File: src/rtl/msrv32_fetch_pc.sv
// ============================================================================
// Module  : msrv32_fetch_pc
// Brief   : RV32 fetch-address / PC generator with bus stall and redirect
//           buffering. Optional compressed-ISA support via MSRV32_RVC_EN.
// Revision: 1.0 - initial release
// ============================================================================
`default_nettype none

module msrv32_fetch_pc #(
    parameter int               XLEN         = 32,
    parameter logic [XLEN-1:0]  RESET_VECTOR = 32'h0000_0000
) (
    input  logic              clk_in,
    input  logic              rst_in,
    input  logic [1:0]        pc_src_in,
    input  logic [XLEN-1:0]   epc_in,
    input  logic [XLEN-1:0]   trap_address_in,
    input  logic              branch_taken_in,
    input  logic [XLEN-1:1]   iaddr_in,
    input  logic              ahb_ready_in,
    input  logic              instr_len16_in,
    output logic [XLEN-1:0]   iaddr_out,
    output logic [XLEN-1:0]   pc_out,
    output logic [XLEN-1:0]   pc_plus_4_out,
    output logic [XLEN-1:0]   pc_mux_out,
    output logic              misaligned_instr_logic_out,
    output logic              redirect_pending_out
);

    typedef enum logic [1:0] {
        ST_RUN   = 2'd0,
        ST_STALL = 2'd1,
        ST_PEND  = 2'd2
    } state_t;

    localparam logic [1:0] c_SRC_BOOT = 2'b00;
    localparam logic [1:0] c_SRC_EPC  = 2'b01;
    localparam logic [1:0] c_SRC_TRAP = 2'b10;

    state_t            r_state;
    logic [XLEN-1:0]   r_pend_target;

    logic [XLEN-1:0]   w_step;
    logic [XLEN-1:0]   w_seq_target;
    logic [XLEN-1:0]   w_br_target;
    logic [XLEN-1:0]   w_eff_target;
    logic              w_branch;
    logic              w_redirect;

`ifdef MSRV32_RVC_EN
    assign w_step = instr_len16_in ? XLEN'(2) : XLEN'(4);
    // Bit 0 of the branch target is always zero, so halfword alignment holds.
    assign misaligned_instr_logic_out = 1'b0;
`else
    logic w_unused_len16;
    assign w_unused_len16 = instr_len16_in;
    assign w_step = XLEN'(4);
    assign misaligned_instr_logic_out = w_branch & w_br_target[1];
`endif

    assign w_seq_target  = iaddr_out + w_step;
    assign pc_plus_4_out = pc_out + w_step;
    assign w_br_target   = {iaddr_in, 1'b0};
    assign w_branch      = (pc_src_in == 2'b11) && branch_taken_in;
    assign w_redirect    = (pc_src_in != 2'b11) || branch_taken_in;

    always_comb begin
        pc_mux_out = w_seq_target;
        case (pc_src_in)
            c_SRC_BOOT: pc_mux_out = RESET_VECTOR;
            c_SRC_EPC:  pc_mux_out = epc_in;
            c_SRC_TRAP: pc_mux_out = trap_address_in;
            default:    pc_mux_out = branch_taken_in ? w_br_target : w_seq_target;
        endcase
    end

    // A misaligned branch target is dropped in favour of the fall-through address.
    assign w_eff_target = misaligned_instr_logic_out ? w_seq_target : pc_mux_out;

    always_ff @(posedge clk_in or negedge rst_in) begin
        if (!rst_in) begin
            r_state              <= ST_RUN;
            iaddr_out            <= RESET_VECTOR;
            pc_out               <= RESET_VECTOR;
            r_pend_target        <= '0;
            redirect_pending_out <= 1'b0;
        end else begin
            case (r_state)
                ST_RUN: begin
                    if (ahb_ready_in) begin
                        iaddr_out <= w_eff_target;
                        pc_out    <= iaddr_out;
                    end else if (w_redirect) begin
                        r_pend_target        <= w_eff_target;
                        r_state              <= ST_PEND;
                        redirect_pending_out <= 1'b1;
                    end else begin
                        r_state <= ST_STALL;
                    end
                end
                ST_STALL: begin
                    if (w_redirect) begin
                        r_pend_target        <= w_eff_target;
                        r_state              <= ST_PEND;
                        redirect_pending_out <= 1'b1;
                    end else if (ahb_ready_in) begin
                        iaddr_out <= w_seq_target;
                        pc_out    <= iaddr_out;
                        r_state   <= ST_RUN;
                    end
                end
                ST_PEND: begin
                    if (w_redirect) begin
                        r_pend_target <= w_eff_target;
                    end
                    // A redirect arriving with ready bypasses the stale pending target.
                    if (ahb_ready_in) begin
                        iaddr_out            <= w_redirect ? w_eff_target : r_pend_target;
                        pc_out               <= iaddr_out;
                        r_state              <= ST_RUN;
                        redirect_pending_out <= 1'b0;
                    end
                end
                default: begin
                    r_state              <= ST_RUN;
                    redirect_pending_out <= 1'b0;
                end
            endcase
        end
    end

endmodule

`default_nettype wire

File: config.mk
export PLATFORM = sky130hd
export DESIGN_NAME = msrv32_fetch_pc
export DESIGN_NICKNAME = d
export VERILOG_FILES = /design/src/rtl/msrv32_fetch_pc.sv
export SDC_FILE = /design/constraint.sdc
export NUM_CORES = 1
export LEC_CHECK = 0
export CAP_MARGIN = 40
export CORE_AREA = 10 10 141 143
export DETAILED_ROUTE_END_ITERATION = 12
export DIE_AREA = 0 0 151 153
export PLACE_DENSITY_LB_ADDON = 0.05
export SLEW_MARGIN = 20
export SYNTH_ARGS = -nofsm -noshare
export SYNTH_HDL_FRONTEND = slang
export SYNTH_SLANG_ARGS = --single-unit
File: constraint.sdc
create_clock -name clk_in -period 2.1 [get_ports clk_in]
set_input_delay 0.42 -clock clk_in [delete_from_list [all_inputs] [get_ports clk_in]]
set_output_delay 0.42 -clock clk_in [all_outputs]
set_load 0.01 [all_outputs]
==> metrics.md <==
| Metric | Value |
|---|---|
| Slack of the critical path | `-0.746 ns` |
| Worst setup EP type | `output port` |
| Overall die width | `151 um` |
| Max-slew violation total from the final report | `0` |
| TritonCTS clock tree | `yes` |
| Wire length reported by the detailed router | `38.7 mm` |
| Via count | `9765` |
| Number of violations reported at the end of detailed-routing iteration 0 | `about 1100` |
| CTS max path bufs | `2` |
| Pin slew with the least headroom to its limit | `between 0.7 and 0.8 ns` |
| Worst clock skew on the final layout | `between 0.009 and 0.01 ns` |
| Final hold viol count | `0` |
| Warnings, synthesis | `0` |
| Crit path arrival time | `between 2 and 2.5 ns` |
| Starting density of the core | `0.425` |
| Master cell of the clock root buffer | `clkbuf_16` |
| First-pass GRT wire length | `53.7 mm` |
| Number of rows in the core area | `48` |
| Post-synth EDFFs | `0` |
| Average cell area after synthesis | `approximately 8.5 um^2` |
| Remaining DRCs | `0` |
| Slack of the worst reg-to-reg path | `-0.35 ns` |
| RSZ-0062 raised after global routing | `yes` |
| Cell variety after synth | `70` |
| Gate count of the mapped netlist | `approximately 860` |
| Number of storage elements in the synthesis netlist | `between 90 and 100` |
| I/O pin count | `about 230` |
| Lkg Pwr | `6.29 nW` |
| Maximum fanout encountered on the critical timing path | `4` |
| Area of the core region | `approximately 17000 um^2` |
| Netlist area before placement | `about 7200 um^2` |
| H-Tree Level Count | `3` |
| Floorplan die area | `roughly 23000 um^2` |
| Ys flop type | `dfrtp_1` |
| Critical path class | `reg -> out` |
| Half-perimeter wire length of the detailed placement result | `about 26 mm` |
| Outcome | `finished with violations` |
| Area after DPL | `12000 um^2` |
| Dominant cell type by area after synthesis | `dfrtp_1` |
| GP Congestion | `about 1.0` |
| Number of buffers inserted during clock tree synthesis | `9` |
| Remaining Overflow, GRT | `0` |
| Initial antenna violation count | `1` |
| Number of endpoints failing setup at the final stage | `75` |
| Tot GR Track Use | `0.295` |
| Layout-stage area growth over the synthesis result | `91.9%` |
| Post-Synthesis Net Count | `around 960` |
| Maximum achievable frequency | `0.351 GHz` |
| Max transition margin | `0.527` |
| Number of maximum-capacitance violations | `0` |
| Worst hold path type | `in -> async` |
| Critical register-to-register path startpoint | `iaddr_out[6]` |
| Clock Pin Slew Worst Setup and Hold Paths | `roughly 0.070 ns` |
| Via/cell ratio | `slightly above 6` |
| Final-stage net count | `about 1500` |
| Post-route cell area | `around 14000 um^2` |
| Ratio of final minimum period to clock period | `1.36` |
| WL/cell | `23.9 um` |
| Synth area leaders | `dfrtp_1 34%, mux2_2 5.6%, nand2_1 5.2%, o21ai_0 5.1%, xnor2_1 4.7%` |
| Beginning of the critical path | `iaddr_out[6]` |
| Layout cells sized above 1 | `0.464` |
| Antenna diode instance count | `0` |
| Overall die height | `between 150 and 200 um` |
| P per Cell Area | `~1200 nW/um^2` |
| Tot Pwr | `0.0166 W` |
| Fraction of post-synthesis cell area in the top cell type by area | `0.342` |
| TritonCTS sink count | `99` |
| Failing checks | `setup timing` |
| Data required time at the worst endpoint | `between 1.5 and 2 ns` |
| Remaining antenna violation count | `0` |
| Reg2reg end | `iaddr_out[29]` |
| Worst-Skew Late Latency | `approximately 0.37 ns` |
| Async set or reset register ratio after synthesis | `1.00` |
| Max rail drop VDD | `between 0.0007 and 0.0008 V` |
| Largest net degree at the start of global routing | `39` |
| Sequential cell area fraction in the yosys report | `0.342` |
| CP startpoint kind | `register` |
| R2r worst-path depth | `10` |
| Number of global-route vias before repair | `9487` |
| Time the worst path needs with I/O delays and setup | `~2.8 ns` |
| Drt first pass iters | `5` |
| Quantity of I/O buffers inserted on ports | `230` |
[power breakdown]
part | internal (W) | total (W) | switching, W
Clock | 0.000880 | 0.00169 | 0.000814
Sequential | 0.00275 | 0.00346 | 0.000719
Combinational | 0.00581 | 0.0114 | 0.00560
[placed cells by master (no fill, tap or decap), types with 6 or more instances in the layout]
cell type,netlist,layout
buf_4,2,277
buf_12,0,16
a21oi_2,0,10
xnor2_2,0,19
o211ai_1,9,9
a22oi_1,24,21
o22ai_1,7,6
nor2_1,46,36
nand2_2,0,15
nor4_4,2,6
a31oi_1,13,12
o22a_1,7,7
nor2b_1,7,6
xor2_1,15,8
a22o_1,24,24
clkdlybuf4s50_1,0,162
o21ai_1,0,20
nand3_1,33,17
dlygate4sd2_1,0,7
o21ai_0,74,48
buf_6,1,72
nand3_4,0,7
dfrtp_1,99,95
a21o_1,10,10
a221oi_2,0,6
nand2_1,100,84
and2_1,12,9
nand3_2,0,9
a21oi_1,56,45
xnor2_1,39,15
clkbuf_16,0,11
nand4_1,15,15
mux2_2,36,36
nand2b_1,10,9
and3_1,13,9
nor2_4,0,7
inv_1,12,9
o21ai_2,0,6
and4_4,0,6
buf_2,11,45
[cell families after synthesis]
kind of cell    share of synthesized area
flops                               0.342
compound gates                      0.274
xor+xnor                           0.0675
fa+ha+maj                          0.0104
mux                                0.0601
simple gates                        0.198
buf+inv                            0.0476
[per-stage QoR]
step                hold WS (ns)  setup TNS [ns]   util  setup slack [ns]  cells
floorplan                  0.124           -1.49      -            -0.129    856
global placement           0.409          -72.52  0.701            -0.853   1524
detailed placement         0.405          -74.19  0.701            -0.822   1524
CTS                       0.0271          -18.87  0.763            -0.711   1584
global route              0.0435          -28.15  0.816            -0.813   1615
finish                    0.0175          -23.74  0.816            -0.746   1615
[critical path: stages (launching register included)]
cell      delay, ns
dfrtp_1        0.45
buf_6          0.15
nand4_1        0.15
nor4_4         0.25
buf_4          0.19
nand4_1        0.24
xnor2_2        0.28
nand2_1        0.09
o211ai_1       0.08
buf_2          0.17
[state kept, by name, summed over array words and instances (netlist names)]
name / flops
iaddr_out: 32
redirect_pending_out: 1
r_pend_target: 32
r_state: 2
pc_out: 32
[synthesized netlist by cell type (all sizes together) (4+ instances only)]
master and count:
and2 12, a31oi 13, mux2 36, a2bb2oi 6, ha 6, o21ai 74
xor2 16, nor3 10, o22ai 7, nor2 46, buf 22, nor4 8
a22oi 24, xnor2 39, o22a 7, a21oi 56, a211oi 9, and3 13
o31ai 6, o21bai 4, a21o 10, nand2 100, nand3 33, o21a 5
nand2b 10, dfrtp 99, inv 13, and4 10, a22o 24, a221oi 11
o211ai 9, o221ai 6, nand4 17, nor2b 7, clkbuf 48
[layout make-up]
type | instances | area, um^2
sequential | 99 | 2480
inverter | 14 | 63.8
multi-input combinational | 673 | 5560
tap | 225 | 282
clock buffer | 12 | 256
timing repair buffer | 588 | 5240
fill | 1063 | 3140
clock inverter | 4 | 32.5
[per-layer routing]
metal | vias to the layer above | track usage | share of wire
met4 | 2 | 0.104 | 0.040
met3 | 133 | 0.0859 | 0.12
met5 | - | 0 | 0.00028
li1 | 4242 | - | -
met1 | 4705 | 0.375 | 0.38
met2 | 683 | 0.463 | 0.46
[worst max-delay path by stage]
stage,to,slack [ns],depth (start not counted)
after detailed placement,pc_mux_out[26],-0.82,7
after floorplan,pc_mux_out[20],-0.13,7
after CTS,pc_mux_out[22],-0.71,8
after global placement,iaddr_out[27],-0.85,10
after global routing,pc_mux_out[25],-0.81,7
final,pc_mux_out[29],-0.75,9
[repair_timing]
action,in CTS,in global routing
buffers inserted,46,44
gates cloned,0,2
pin swaps,72,100
hold buffers,0,0
gates resized for setup,371,169
endpoints found under the setup margin,137,128
Power figures use the tool's default switching activity.
